### src/rtl/sub_i8v4_i8v4_i8v4.sv
// Four-lane SIMD subtractor on 8-bit two's-complement integers.
// Purely combinational; clock and reset exist only for a uniform primitive interface.
module sub_i8v4_i8v4_i8v4 (
  input  logic       clock,
  input  logic       reset,
  input  logic [7:0] a_0,
  input  logic [7:0] a_1,
  input  logic [7:0] a_2,
  input  logic [7:0] a_3,
  input  logic [7:0] b_0,
  input  logic [7:0] b_1,
  input  logic [7:0] b_2,
  input  logic [7:0] b_3,
  output logic [7:0] y_0,
  output logic [7:0] y_1,
  output logic [7:0] y_2,
  output logic [7:0] y_3
);

  localparam int Lanes = 4;

  logic [7:0] laneA [Lanes];
  logic [7:0] laneB [Lanes];
  logic [7:0] laneY [Lanes];

  assign laneA[0] = a_0;
  assign laneA[1] = a_1;
  assign laneA[2] = a_2;
  assign laneA[3] = a_3;
  assign laneB[0] = b_0;
  assign laneB[1] = b_1;
  assign laneB[2] = b_2;
  assign laneB[3] = b_3;

  // Each lane is its own 8-bit adder; the carry out of bit 7 is dropped so nothing crosses lanes.
  for (genvar i = 0; i < Lanes; i++) begin : gLane
    assign laneY[i] = laneA[i] + ~laneB[i] + 8'd1;
  end

  assign y_0 = laneY[0];
  assign y_1 = laneY[1];
  assign y_2 = laneY[2];
  assign y_3 = laneY[3];

  logic unusedSink;
  assign unusedSink = &{1'b0, clock, reset};

endmodule

### config.mk
export PLATFORM = sky130hd
export DESIGN_NAME = sub_i8v4_i8v4_i8v4
export DESIGN_NICKNAME = d
export VERILOG_FILES = /design/src/rtl/sub_i8v4_i8v4_i8v4.sv
export SDC_FILE = /design/constraint.sdc
export NUM_CORES = 1
export LEC_CHECK = 0
export BUFFER_PORTS_ARGS = -buffer_cell sky130_fd_sc_hd__buf_4
export CORE_UTILIZATION = 42
export DETAILED_ROUTE_END_ITERATION = 7
export PLACE_DENSITY = 0.85
export SLEW_MARGIN = 20
export SYNTH_ARGS = -nofsm -noshare
export SYNTH_HDL_FRONTEND = slang
export SYNTH_SLANG_ARGS = --single-unit
### constraint.sdc
create_clock -name vclk -period 1.6
set_input_delay 0.16 -clock vclk [all_inputs]
set_output_delay 0.16 -clock vclk [all_outputs]
set_load 0.01 [all_outputs]
# Word-level counts from Yosys, hierarchy flattened
# Cells that the tools add are included.
# W data, S select, Z words.
[classes]
bitwise = 4
n_addsub = 8
[ops]
columns = ["op", "n"]
rows = [
  ["$add A8 B1 Y8 const B", 4],
  ["$add A8 B8 Y8", 4],
  ["$not A8 Y8", 4],
]
[word_totals]
reg_bits = 0
out_inout_bits = 32
inputBits = 66
wordCells = 12

# Logic depth before layout (Yosys ltp)
# Gate-level depths: netlist (run 1).
[depth]
ltp_word = 3
depth_mapped = 8
depth_no_buf = 8

# Least setup slack after synthesis (run 1)
# OpenSTA, ideal clock, no wires.
[synth_timing]
kind = "input port to output port"
start = "in a_3[0]"
end = "out y_3[6]"
cell_stages = 8
required_ns = 1.440
t_arrival_ns = 1.405
path_slack_ns = 0.035
path_buffers = 0
path_cell_list = "inv_1 -> ha_1 -> inv_1 -> fa_1 -> a21oi_1 -> o211ai_1 -> a21oi_1 -> xnor2_1"
[synth_via]
elab_chain_cells = 2
[synth_rtl]
columns = ["item", "line", "source"]
rows = [
  ["start, declared", "9", "input logic [7:0] a_3,"],
  ["$add A8 B8 Y8", "37", "assign laneY[i] = laneA[i] + ~laneB[i] + 8'd1;"],
  ["$add A8 B1 Y8", "37", ""],
  ["end, declared", "17", "output logic [7:0] y_3"],
]
# Every way passes these cells.

# Worst setup path in the final report (run 1)
[layout_timing]
start = "in a_1[0]"
end = "out y_1[6]"
[layout_via]
elab_chain_cells = 2
[layout_rtl]
columns = ["item", "line", "source"]
rows = [
  ["start, declared", "7", "input logic [7:0] a_1,"],
  ["$add A8 B8 Y8", "37", ""],
  ["$add A8 B1 Y8", "37", ""],
  ["end, declared", "15", "output logic [7:0] y_1,"],
]
# Every way passes these cells.

==> flow_metrics.env, run 1 <==
export IMPL_rows=19
export IMPL_finalSetupTns_ns=-0.6092
export IMPL_synthCells=181
export IMPL_gr_total_overflow=0
export IMPL_routed_via_density=5.120
export IMPL_met3_usage_pct=3.456
export IMPL_whs_path_depth=4
export IMPL_antenna_found_initial=0
export IMPL_pin_count=98
export IMPL_post_drt_wl_per_cell_um=13.87
export IMPL_fin_crit_sh_pct=108.2
export IMPL_outcome="complete, but fails checks"
export IMPL_synth_distinct_cells=19
export IMPL_core_um2=2781
export IMPL_ant_nets=0
export IMPL_min_path_type="in -> out"
export IMPL_synthAdderAreaFrac_pct=34.47
export IMPL_synth_top_family_by_area="adder cells"
export IMPL_yosysWarnings=0
export IMPL_min_period_ns=1.731
export IMPL_startpoint="a_1[0]"
export IMPL_area_delta_synth_final_pct=99.50
export IMPL_drt_iter0_drc=48
export IMPL_synth_compound_area_share_pct=19.24
export IMPL_tightest_slew_ns=0.2207
export IMPL_first_pass_iters=4
export IMPL_track_usage_pct=24.78
export IMPL_seq_cells=0
export IMPL_grt_busiest_layer="met2"
export IMPL_first_global_vias=1621
export IMPL_setup_violations=9
export IMPL_portBuffers=96
export IMPL_gp_congestion=0.8403
export IMPL_fin_util_pct=89.56
export IMPL_fill_cells=148
export IMPL_drt_total_wl_um=4620
export IMPL_hold_path_end="y_1[0]"
export IMPL_fmax_ghz=0.5778
export IMPL_cp_required_ns=1.44
export IMPL_violations="setup timing"
export IMPL_start_kind="input port"
export IMPL_postSynthAreaPerCell_um2=6.899
export IMPL_fin_ws_ns=-0.1308
export IMPL_grtUsageMet1_pct=27.31
export IMPL_place_ws_ns=-0.2579
export IMPL_synthesis_area_um2=1249
export IMPL_synth_xor_area_share_pct=16.83
export IMPL_final_hold_viol_count=0
export IMPL_slew_limit_headroom_pct=85.13
export IMPL_powerDensity_nw_per_um2=454.1
export IMPL_antenna_cells=0
export IMPL_drv_cap=0
export IMPL_mostFrequentLayoutCell="buf_4"
export IMPL_grt_max_degree=8
export IMPL_p_leak_uw=0.001253
export IMPL_die_area_um2=3195
export IMPL_drv_slew=0
export IMPL_end_kind="primary output"
export IMPL_drc=0
export IMPL_final_cell_mix="buf_4, inv_1, xnor2_1"
export IMPL_seq_area_frac_synth_pct=0
export IMPL_cp_max_fo=2
export IMPL_ir_drop_mv=0.3814
export IMPL_fin_nets=402
export IMPL_die_w_um=56.53
export IMPL_worstPathArrival_ns=1.57
export IMPL_initial_utilization_pct=44.89
export IMPL_synthMuxAreaShare_pct=0
export IMPL_drive_above_1_share_pct=55.96
export IMPL_ff_latch_area_um2=0
export IMPL_crit_type="in -> out"
export IMPL_vias=1705
export IMPL_synth_simple_area_share_pct=17.43
export IMPL_min_from="b_1[0]"
export IMPL_die_y_um=56.53
export IMPL_rsz0062_at_grt="true"
export IMPL_n_clock_buffer=0
export IMPL_synth_nets=279
export IMPL_globalRouteMet2Util_pct=48.40
export IMPL_grt_pass1_wl_um=6555
export IMPL_hpwl_um=2868
-- worst max-delay path: stages --
cell	delay (ns)
buf_6	0.10
inv_4	0.05
ha_4	0.13
inv_2	0.04
fa_2	0.34
a21oi_2	0.15
o211ai_1	0.12
a21oi_1	0.21
xnor2_1	0.14
buf_4	0.14
-- power by group --
group | internal (µW) | leakage [µW] | switching (µW)
sequential | 0 | 0 | 0
combinational | 625 | 0.00125 | 506
clock | 0 | 0 | 0
-- worst max path at each step --
stage / end / slack, ns
after floorplan: y_3[6] / 0.03
after global placement: y_2[6] / -0.24
after detailed placement: y_2[6] / -0.26
after CTS: y_0[6] / -0.14
after global routing: y_1[6] / -0.21
final: y_1[6] / -0.13
-- cell usage after synthesis, types with 3 or more instances --
| master | count | area share, % |
|---|---|---|
| xor2_1 | 6 | 4.2 |
| inv_1 | 40 | 12 |
| fa_1 | 4 | 6.4 |
| nor2b_1 | 6 | 3.0 |
| ha_1 | 28 | 28 |
| nand2_1 | 15 | 4.5 |
| o211ai_1 | 4 | 2.4 |
| o21ai_0 | 6 | 2.4 |
| nor2_1 | 11 | 3.3 |
| nand3b_1 | 3 | 1.8 |
| xnor2_1 | 18 | 13 |
| nand2b_1 | 4 | 2.0 |
| a21oi_1 | 24 | 9.6 |
-- through the flow --
step | power, µW | cell area [µm²] | cells | hold slack [ns]
finish | 1131 | 2491 | 333 | 0.6820
floorplan | 475.0 | 1249 | 181 | 0.4683
global placement | 913.6 | 2128 | 324 | 0.6584
detailed placement | 935.0 | 2128 | 324 | 0.6627
CTS | 1041 | 2397 | 330 | 0.6849
global route | 1211 | 2491 | 333 | 0.6968
-- cell families after synthesis --
kind of cell,count (synthesis)
simple gates,43
xor+xnor,24
buf+inv,40
fa+ha+maj,32
compound gates,42
-- area by class of cell --
| type | count | area (µm²) | area share, % |
|---|---|---|---|
| Timing Repair Buffer | 121 | 934.6 | 37.52 |
| Tap cell | 31 | 38.79 | 1.557 |
| Inverter | 40 | 167.7 | 6.730 |
| Multi-Input combinational cell | 141 | 1350 | 54.19 |
-- what timing repair did --
action                                  4_1_cts  5_1_grt
gates resized for setup                      53       15
hold buffers                                  0        0
setup buffers                                 6        3
endpoints found under the setup margin       12       17
pin swaps                                    34       24
-- routing by layer --
metal  vias up  share of wire [%]
li1        842                  -
met1       785                 39
met2        70                 53
met3         8                5.9
met4         0                1.4
met5         -                  0
Note: power is estimated with default switching activity, not from simulation.
==> inputs of run 2 (changes only) <==
GPL_TIMING_DRIVEN = 0   (was default)
==> flow_metrics.env, run 2 (synthesized netlist as in run 1, its figures left out) <==
export IMPL_initial_utilization_pct=44.89
export IMPL_outcome="complete, but fails checks"
export IMPL_setup_violations=9
export IMPL_ant_nets=0
export IMPL_drv_cap=0
export IMPL_critical_path_cell_chain="buf_6, inv_4, ha_4, inv_2, fa_2, a21oi_2, o211ai_1, a21oi_1, xnor2_1, buf_4"
export IMPL_start_kind="input port"
export IMPL_ctsHoldBuffers=0
export IMPL_p_sw_share_pct=44.37
export IMPL_min_path_type="in -> out"
export IMPL_pin_count=98
export IMPL_grt_pass1_wl_um=6113
export IMPL_startpoint="a_1[0]"
export IMPL_finalSetupTns_ns=-0.6844
export IMPL_gr_total_overflow=0
export IMPL_drt_total_wl_um=3769
export IMPL_hpwl_um=2750
export IMPL_finalNonFillerCells=321
export IMPL_violations="setup timing"
export IMPL_core_um2=2781
export IMPL_antenna_found_initial=0
export IMPL_min_period_ns=1.738
export IMPL_slew_limit_headroom_pct=83.53
export IMPL_fin_ws_ns=-0.1384
export IMPL_clkPwrFrac_pct=0
export IMPL_die_area_um2=3195
export IMPL_routed_top_layer="met4"
export IMPL_ff_latch_area_um2=0
export IMPL_portBuffers=96
export IMPL_min_from="b_0[0]"
export IMPL_crit_type="in -> out"
export IMPL_cp_depth=10
export IMPL_fin_crit_sh_pct=108.6
export IMPL_mostFrequentLayoutCell="buf_4"
export IMPL_fmax_ghz=0.5753
export IMPL_whs_path_depth=4
export IMPL_cp_num_buf_inv=4
export IMPL_p_comb_share_pct=100.0
export IMPL_max_stage_delay_ns=0.34
export IMPL_vias=1599
export IMPL_pwr_share_seq_pct=0
export IMPL_p_leak_uw=0.001186
export IMPL_worstPathArrival_ns=1.58
export IMPL_internal_power_uw=574.3
export IMPL_slowest_stage="fa_2"
export IMPL_first_pass_iters=6
export IMPL_die_y_um=56.53
export IMPL_drc=0
export IMPL_post_drt_wl_per_cell_um=11.74
export IMPL_cp_required_ns=1.44
export IMPL_grt_max_degree=8
export IMPL_powerDensity_nw_per_um2=442.7
export IMPL_fill_cells=185
export IMPL_fin_nets=390
export IMPL_rsz0062_at_grt="true"
export IMPL_final_cell_mix="buf_4, inv_1, xnor2_1"
export IMPL_gp_congestion=0.7568
export IMPL_tightest_slew_ns=0.2438
export IMPL_track_usage_pct=22.72
export IMPL_final_hold_viol_count=0
export IMPL_seq_cells=0
export IMPL_end_kind="primary output"
export IMPL_route_met3_wl_um=254
export IMPL_first_global_vias=1539
export IMPL_rows=19
export IMPL_met2_length_um=2063
export IMPL_ir_drop_mv=0.3461
export IMPL_crit_family="compound AO/OA/AOI/OAI gates"
export IMPL_drt_iter0_drc=33
export IMPL_area_delta_synth_final_pct=86.77
export IMPL_cp_max_fo=2
export IMPL_drive_above_1_share_pct=51.38
export IMPL_routed_via_density=4.981
export IMPL_p_sw_uw=458.1
export IMPL_place_inst=308
export IMPL_wirelength_met1_um=1409
export IMPL_die_w_um=56.53
export IMPL_antenna_cells=0
export IMPL_drv_slew=0
export IMPL_n_clock_buffer=0
==> run 2: timing repair <==
item                                    4_1_cts  5_1_grt
setup buffers                                 9        4
endpoints found under the setup margin       10       14
pin swaps                                    29       23
resized for setup                            45       12
==> run 2: path summary, 6_finish.rpt <==
path              slack, ns      to
hold / removal         0.68  y_0[0]
setup / recovery      -0.14  y_1[6]
==> run 2: area by class of cell <==
| class | instances | area, µm² | area share [%] |
|---|---|---|---|
| inverters | 40 | 165.2 | 7.082 |
| multi-input cells | 141 | 1287 | 55.20 |
| well taps | 31 | 38.79 | 1.663 |
| repair buffers | 109 | 840.8 | 36.05 |
==> run 2: power groups by stage <==
stage / clock network (µW) / registers, µW / logic (µW)
floorplan: 0 / 0 / 475
global placement: 0 / 0 / 867
detailed placement: 0 / 0 / 888
CTS: 0 / 0 / 983
global route: 0 / 0 / 1120
finish: 0 / 0 / 1030
==> run 2: routing by layer <==
layer	track usage (%)	vias up
li1	-	819
met1	23.25	722
met2	48.07	52
met3	3.456	6
met4	2.439	0
met5	0	-
==> run 2: per-stage QoR <==
stage	utilization (%)	area (µm²)	setup slack, ns	power [µW]	hold slack (ns)
CTS	81.02	2253	-0.1313	982.5	0.6824
floorplan	-	1249	0.03490	475.0	0.4683
global route	83.85	2332	-0.2268	1125	0.6851
finish	83.85	2332	-0.1384	1032	0.6814
detailed placement	72.20	2008	-0.2878	888.0	0.6616
global placement	72.20	2008	-0.2640	866.8	0.6583
